File: config.mk
export PLATFORM = sky130hd
export DESIGN_NAME = instr_dispatch_queue
export DESIGN_NICKNAME = d
export VERILOG_FILES = /design/src/rtl/instr_dispatch_queue.sv
export SDC_FILE = /design/constraint.sdc
export NUM_CORES = 1
export LEC_CHECK = 0
export ABC_AREA = 1
export BUFFER_PORTS_ARGS = -buffer_cell sky130_fd_sc_hd__buf_2
export CAP_MARGIN = 25
export CORE_MARGIN = 10
export CORE_UTILIZATION = 55
export CTS_BUF_LIST = sky130_fd_sc_hd__clkbuf_4
export DETAILED_ROUTE_END_ITERATION = 7
export PLACE_DENSITY = 0.82
export SLEW_MARGIN = 20
export SYNTH_ARGS = -nofsm -noshare
export SYNTH_HDL_FRONTEND = slang
export SYNTH_SLANG_ARGS = --single-unit
export TNS_END_PERCENT = 30
File: constraint.sdc
create_clock -name clk -period 2.84 [get_ports clk]
set_input_delay 0.852 -clock clk [delete_from_list [all_inputs] [get_ports clk]]
set_output_delay 0.852 -clock clk [all_outputs]
set_load 0.02 [all_outputs]
File: src/rtl/instr_dispatch_queue.sv
// Instruction FIFO in front of the matrix coprocessor: screens illegal opcodes
// and issues queued words one at a time over a start/done handshake.
module instr_dispatch_queue #(
    parameter int unsigned DEPTH      = 8,
    parameter int unsigned IW         = 15,
    parameter int unsigned ILLEGAL_OP = 7
) (
    input  logic                     clk,
    input  logic                     reset,
    input  logic [IW-1:0]            in_instr,
    input  logic                     in_valid,
    output logic                     in_ready,
    input  logic                     flush,
    output logic [IW-1:0]            cp_instr,
    output logic                     cp_start,
    input  logic                     cp_done,
    output logic                     busy,
    output logic                     err_illegal,
    output logic [$clog2(DEPTH):0]   fill_level,
    output logic [7:0]               dispatched
);

    localparam int unsigned AW = $clog2(DEPTH);
    localparam int unsigned CW = AW + 1;
    localparam int unsigned OW = 3;

    localparam logic [1:0] IDLE      = 2'd0;
    localparam logic [1:0] ISSUE     = 2'd1;
    localparam logic [1:0] WAIT_DONE = 2'd2;

    logic [1:0]    state;
    logic [1:0]    state_next;
    logic [CW-1:0] count;
    logic [CW-1:0] count_next;
    logic [AW-1:0] wr_ptr;
    logic [AW-1:0] rd_ptr;
    logic [IW-1:0] mem [DEPTH];

    logic [OW-1:0] opcode;
    logic          push_try;
    logic          illegal;
    logic          push;
    logic          pop;
    logic          done_ack;

    // Illegal words are consumed (handshake completes) but never stored.
    assign opcode   = in_instr[IW-1 -: OW];
    assign push_try = in_valid & in_ready;
    assign illegal  = push_try & (opcode == OW'(ILLEGAL_OP));
    assign push     = push_try & ~illegal & ~flush;

    // Next-state logic; flush blocks a same-edge pop from IDLE.
    always_comb begin
        state_next = state;
        pop        = 1'b0;
        done_ack   = 1'b0;
        case (state)
            IDLE: begin
                if ((count != CW'(0)) && !flush) begin
                    pop        = 1'b1;
                    state_next = ISSUE;
                end
            end
            ISSUE: begin
                state_next = WAIT_DONE;
            end
            WAIT_DONE: begin
                if (cp_done) begin
                    done_ack   = 1'b1;
                    state_next = IDLE;
                end
            end
            default: begin
                state_next = IDLE;
            end
        endcase
    end

    // Occupancy update; flush overrides any same-cycle push.
    always_comb begin
        count_next = count;
        if (flush) begin
            count_next = CW'(0);
        end else if (push && !pop) begin
            count_next = count + CW'(1);
        end else if (!push && pop) begin
            count_next = count - CW'(1);
        end
    end

    always_ff @(posedge clk or negedge reset) begin
        if (!reset) begin
            state <= IDLE;
        end else begin
            state <= state_next;
        end
    end

    always_ff @(posedge clk or negedge reset) begin
        if (!reset) begin
            count  <= CW'(0);
            wr_ptr <= AW'(0);
            rd_ptr <= AW'(0);
        end else begin
            count <= count_next;
            if (flush) begin
                wr_ptr <= AW'(0);
                rd_ptr <= AW'(0);
            end else begin
                if (push) begin
                    wr_ptr <= wr_ptr + AW'(1);
                end
                if (pop) begin
                    rd_ptr <= rd_ptr + AW'(1);
                end
            end
        end
    end

    always_ff @(posedge clk) begin
        if (push) begin
            mem[wr_ptr] <= in_instr;
        end
    end

    // Registered outputs, computed from next-state values so they line up with state.
    always_ff @(posedge clk or negedge reset) begin
        if (!reset) begin
            cp_instr    <= IW'(0);
            cp_start    <= 1'b0;
            err_illegal <= 1'b0;
            in_ready    <= 1'b1;
            busy        <= 1'b0;
            dispatched  <= 8'd0;
        end else begin
            if (pop) begin
                cp_instr <= mem[rd_ptr];
            end
            cp_start    <= (state_next == ISSUE);
            err_illegal <= illegal;
            in_ready    <= (count_next != CW'(DEPTH));
            busy        <= (state_next != IDLE) || (count_next != CW'(0));
            if (done_ack) begin
                dispatched <= dispatched + 8'd1;
            end
        end
    end

    assign fill_level = count;

endmodule
# Word level (Yosys, flattened, before mapping)

Memory sizes are Yosys's and may differ from the RTL's. A register that Yosys moved wholly into a read port is not among the register bits.
Cells that the tools add are included.

Flip-flop bits (word level): 24
Bits in writable memories: 120
Memories kept: 1

Memories:

| name | words | bits a word | rd ports | clocked after memory_dff | write ports | line | RTL |
|---|---|---|---|---|---|---|---|
| mem  | 8     | 15          | 1        | 1                        | 1           | 37   | `logic [IW-1:0] mem [DEPTH];` |

Add/sub/neg operators: 5
Equal/unequal tests: 5
Muxes and demuxes: 16
Bitwise operators: 6
Reduce and logical (&&, ||, !) cells: 14

Operators by type and width:

| kind                                                | number |
|---|---|
| two-way mux 3 bit                                   | 4 |
| two-way mux 4 bit                                   | 3 |
| adder 8 x 1 -> 8 bit, second input constant         | 1 |
| nonzero test 4 bit                                  | 2 |
| adder 3 x 1 -> 3 bit, second input constant         | 2 |
| two-way mux 1 bit                                   | 6 |
| case mux 2 bit (3 select lines)                     | 1 |
| nonzero test 2 bit                                  | 3 |
| adder 4 x 1 -> 4 bit, second input constant         | 1 |
| bitwise AND 1 bit                                   | 4 |
| equality test 2 x 1 -> 1 bit, second input constant | 2 |
| zero test 1 bit                                     | 4 |
| two-way mux 2 bit                                   | 2 |
| inequality test 4 bit, second input constant        | 1 |
| subtractor 4 x 1 -> 4 bit, second input constant    | 1 |
| equality test 3 bit, second input constant          | 1 |
| logical AND 1 bit                                   | 3 |
| equality test 2 bit, second input constant          | 1 |
| zero test 2 bit                                     | 1 |
| NOT 1 bit                                           | 2 |
| logical OR 1 bit                                    | 1 |

# Longest topological paths before layout

Word-level depth: 12
Depth in mapped cells: 12
Depth with buffers taken out: 12

# Worst setup path before layout

No wires, ideal clock.

Kind: input-to-reg
Start: in in_valid
End: mem mem[0][0] (enable)
Library setup time: 0.386 ns
Arrival: 2.034 ns
Required time: 2.454 ns
Setup slack: 0.419 ns
Cell stages on the path: 6
Buffers on the path: 0
Cells stage by stage: nand2_1 > inv_2 > nand2_2 > nor2_4 > nand2_1 > nor2_1

Cells in the longest elaborated chain, start to end: 7

RTL lines:

| what                                        | line | RTL |
|---|---|---|
| start: declaration                          | 11   | `input logic in_valid,` |
| bitwise AND 1 bit (*)                       | 48   | `assign push_try = in_valid & in_ready;` |
| bitwise AND 1 bit                           | 49   | `assign illegal = push_try & (opcode == OW'(ILLEGAL_OP));` |
| NOT 1 bit                                   | 50   | `assign push = push_try & ~illegal & ~flush;` |
| bitwise AND 1 bit (*) (2 in series)         | 50   |  |
| two-way mux 1 bit (*)                       | 121  | `if (push) begin` |
| two-way mux 1 bit (implied by the code) (*) | 122  | `mem[wr_ptr] <= in_instr;` |
| end: declaration                            | 37   |  |

Mark *: on every way between the ends. The rest lies on a longest branch, timed or not.

# Final worst setup path

Start: reg count[0] (netlist: fill_level[0])
End: reg busy

Cells in the longest elaborated chain, start to end: 10

RTL lines:

| what                                                   | line   | RTL |
|---|---|---|
| start: declaration                                     | 33     | `logic [CW-1:0] count;` |
| start signal: assignment                               | 105    | `count <= count_next;` |
| nonzero test 4 bit                                     | 59     | `if ((count != CW'(0)) && !flush) begin` |
| logical AND 1 bit                                      | 59     |  |
| two-way mux 1 bit                                      | 59     |  |
| two-way mux 1 bit                                      | 57     | `case (state)` |
| logical AND 1 bit or zero test 1 bit (tied branches)   | 86, 84 |  |
| two-way mux 4 bit or logical AND 1 bit (tied branches) | 86, 84 |  |
| two-way mux 4 bit                                      | 84     | `end else if (push && !pop) begin` |
| two-way mux 4 bit                                      | 82     | `if (flush) begin` |
| nonzero test 4 bit                                     | 142    | `busy <= (state_next != IDLE) \|\| (count_next != CW'(0));` |
| logical OR 1 bit (*)                                   | 142    |  |
| end signal: assignment                                 | 142    |  |
| end: declaration                                       | 17     | `output logic busy,` |

Marked as above.
A chain may end at the register's enable or synchronous reset.

==> flow_summary_export.csv <==
group,metric,value,unit
timing,setup_violations,0,
worst_setup_path,arrival,2.57,ns
clock_network,cts_sinks,159,
routing,viasPerCell,5.72,
worst_hold_path,min-delay-path-class,"in2async",
worst_setup_path,cp_slowest_stage_delay,0.45,ns
power_and_ir_drop,ir_drop,0.687,mV
global_route,grt_pass1_vias,4215,
routing,vias,4319,
global_route,track_usage,16.7,%
layout,layout_common_cells,"edfxtp_1 (120), nor2_1 (119), o21ai_0 (82), buf_2 (50), nand2_1 (49)",
timing,fin_crit_sh,75.5,%
clock_network,cts_buffers,17,
worst_setup_path,path_common_cell,"nand2_1",
clock_network,cts_hold_buf,0,
yosys,ys.flop_type,"edfxtp_1",
status,status,"finished, final reports clean",
placement,gp_congestion,0.818,
placement,hpwl,8460,um
timing,fmax,0.466,GHz
placement,io_buffers,50,
routing,first_iter_violations,490,
yosys,seq_area_frac_synth,70.9,%
layout,final_common_cell,"edfxtp_1",
yosys,async_reset_ff_share,24.5,%
timing,setup_tns,0,ns
routing,routed_wl,13500,um
timing,slew_viol_final,0,
timing,hold_viol,0,
routing,wire_per_inst,17.9,um
worst_setup_path,cp.required,3.27,ns
floorplanning,die_area,0.0165,mm2
global_route,gr-total-overflow,0,
worst_setup_path,cp_max_fo,12,
timing,tightest_slew,0.626,ns
floorplanning,coreArea,0.0115,mm2
timing,rsz0062_at_grt,"false",
clock_network,cts_tree,"built",
layout,stdcell_count,755,
layout,n_antenna_cell,0,
worst_setup_path,slowest_stage,"dfrtp_1",
clock_network,h-tree-depth,4,
global_route,grt_antenna_before_repair,0,
yosys,synth_warnings,0,
yosys,synth-edff-count,120,
yosys,synth_area,0.00646,mm2
layout,area_growth,12.3,%
timing,slew-limit-headroom,58.0,%
layout,final_net_count,625,
clock_network,clock_path_buffers,2,
clock_network,cts_resized,0,
routing,dr.pass1.iters,5,
worst_setup_path,path_cells,"inv_1 -> ha_1 -> nand3_2 -> nand2_2 -> buf_4 -> nand3_2 -> nand2_1 -> inv_1 -> nand2_1 -> nand2_1 -> nor2_2 -> nand2_1",
power_and_ir_drop,power_density,864,mW/mm2
job,maxCapViolCount,0,
global_route,grt_max_degree,64,
yosys,syn_inst,540,
yosys,syn_nets,565,
floorplanning,row_count,39,
clock_network,insertion_delay,0.54,ns
routing,drcViolationCount,0,
layout,fillers,861,
timing,period_minus_slack,2.14,ns
routing,drtAntennaViolNets,0,
clock_network,cts_setup_buffers,0,
worst_setup_path,crit_type,"reg2reg",
floorplanning,ioPinCount,51,
power_and_ir_drop,power_leakage,2.80,nW
layout,drive_above_1_share,19.9,%
yosys,ys_seq_elements,159,
timing,finClkSkew,0.0147,ns
floorplanning,die_x,128,um
layout,fin_util,63.3,%
global_route,grt_pass1_wl,21400,um
floorplanning,dieHeight,128,um
clock_network,clkTransAtPathRegs,0.14,ns
placement,place_inst,723,
worst_setup_path,crit_path_start_kind,"register",
yosys,syn_avg_cell_area,12.0,um2
yosys,ys_types,32,
worst_setup_path,cp-end-kind,"register",
floorplanning,initial_core_util,56.3,%
clock_network,root_buffer,"clkbuf_4",
[kinds of logic (layout without fill, tap and decap cells)]
family          after synthesis  in the layout  share of synthesized area [%]
buf+inv                      49            121                           3.37
xor+xnor                      8              8                           1.08
fa+ha+maj                     5              5                          0.968
compound gates              116            116                           9.97
flops                       159            159                           70.9
simple gates                203            203                           13.7
[worst max-delay path: cells and delay by family, from the launching register on]
family,cells,cell delay [ns]
simple gates,8,0.90
flops,1,0.45
buf+inv,3,0.44
fa+ha+maj,1,0.24
[synthesized netlist by cell type, drive strengths merged (3+ instances only)]
cell type | n | area share [%]
ha | 5 | 0.97
o32ai | 15 | 2.0
clkbuf | 10 | 0.58
inv | 22 | 1.3
xor2 | 5 | 0.68
edfxtp | 120 | 56
xnor2 | 3 | 0.41
nand3 | 21 | 2.3
nor2 | 125 | 7.8
buf | 16 | 1.5
nand2 | 52 | 3.1
a21oi | 3 | 0.29
o21ai | 97 | 7.5
dfrtp | 38 | 15
[per-layer routing]
metal,global-route usage [%],vias to the layer above,routed length [um]
met2,26.8,193,6620
met1,20.7,2087,5510
li1,-,2015,-
met3,5.79,24,1130
met5,0,-,0
met4,5.96,0,262
[cell type report]
cell class / instances / area [um2] / area share [%]
sequential: 159 / 4580 / 63.2
multi-input combinational: 332 / 1660 / 22.9
timing repair buffer: 67 / 398 / 5.49
clock inverter: 13 / 211 / 2.92
tap: 143 / 179 / 2.47
clock buffer: 18 / 135 / 1.86
inverter: 23 / 86.3 / 1.19
[flip-flops by register name, summed over array words and instances, names as in the netlist]
register / flops
mem: 120
cp_instr: 15
dispatched: 8
fill_level: 4
rd_ptr: 3
wr_ptr: 3
state: 2
busy: 1
cp_start: 1
err_illegal: 1
in_ready: 1
[final timing paths]
path	startpoint	endpoint	slack, ns	cells past startpoint
worst min register to register	dispatched[7]	dispatched[7]	0.47	1
worst max-delay path	fill_level[0]	busy	0.70	12
worst max register to register	fill_level[0]	busy	0.70	12
min in group clk	dispatched[7]	dispatched[7]	0.47	1
max in group asynchronous	reset	in_ready	2.05	2
worst min-delay path	reset	cp_instr[1]	0.24	1
[stage by stage]
stage | hold slack, ns | power, W | instance area (um2) | worst slack (ns)
6_report | 0.243 | 0.00626 | 7250 | 0.696
4_1_cts | 0.426 | 0.00630 | 7230 | 0.701
3_5_place_dp | 0.457 | 0.00474 | 6880 | 0.398
5_1_grt | 0.187 | 0.00665 | 7250 | 0.561
3_3_place_gp | 0.455 | 0.00468 | 6880 | 0.501
2_1_floorplan | 0.520 | 0.00422 | 6460 | 0.419
[power breakdown]
group / switching, W / internal, W / total [W]
Clock: 0.000776 / 0.000801 / 0.00158
Sequential: 0.000145 / 0.00274 / 0.00288
Combinational: 0.00122 / 0.000586 / 0.00180
Total: 0.00214 / 0.00413 / 0.00626
(Power assumes the default switching activity.)
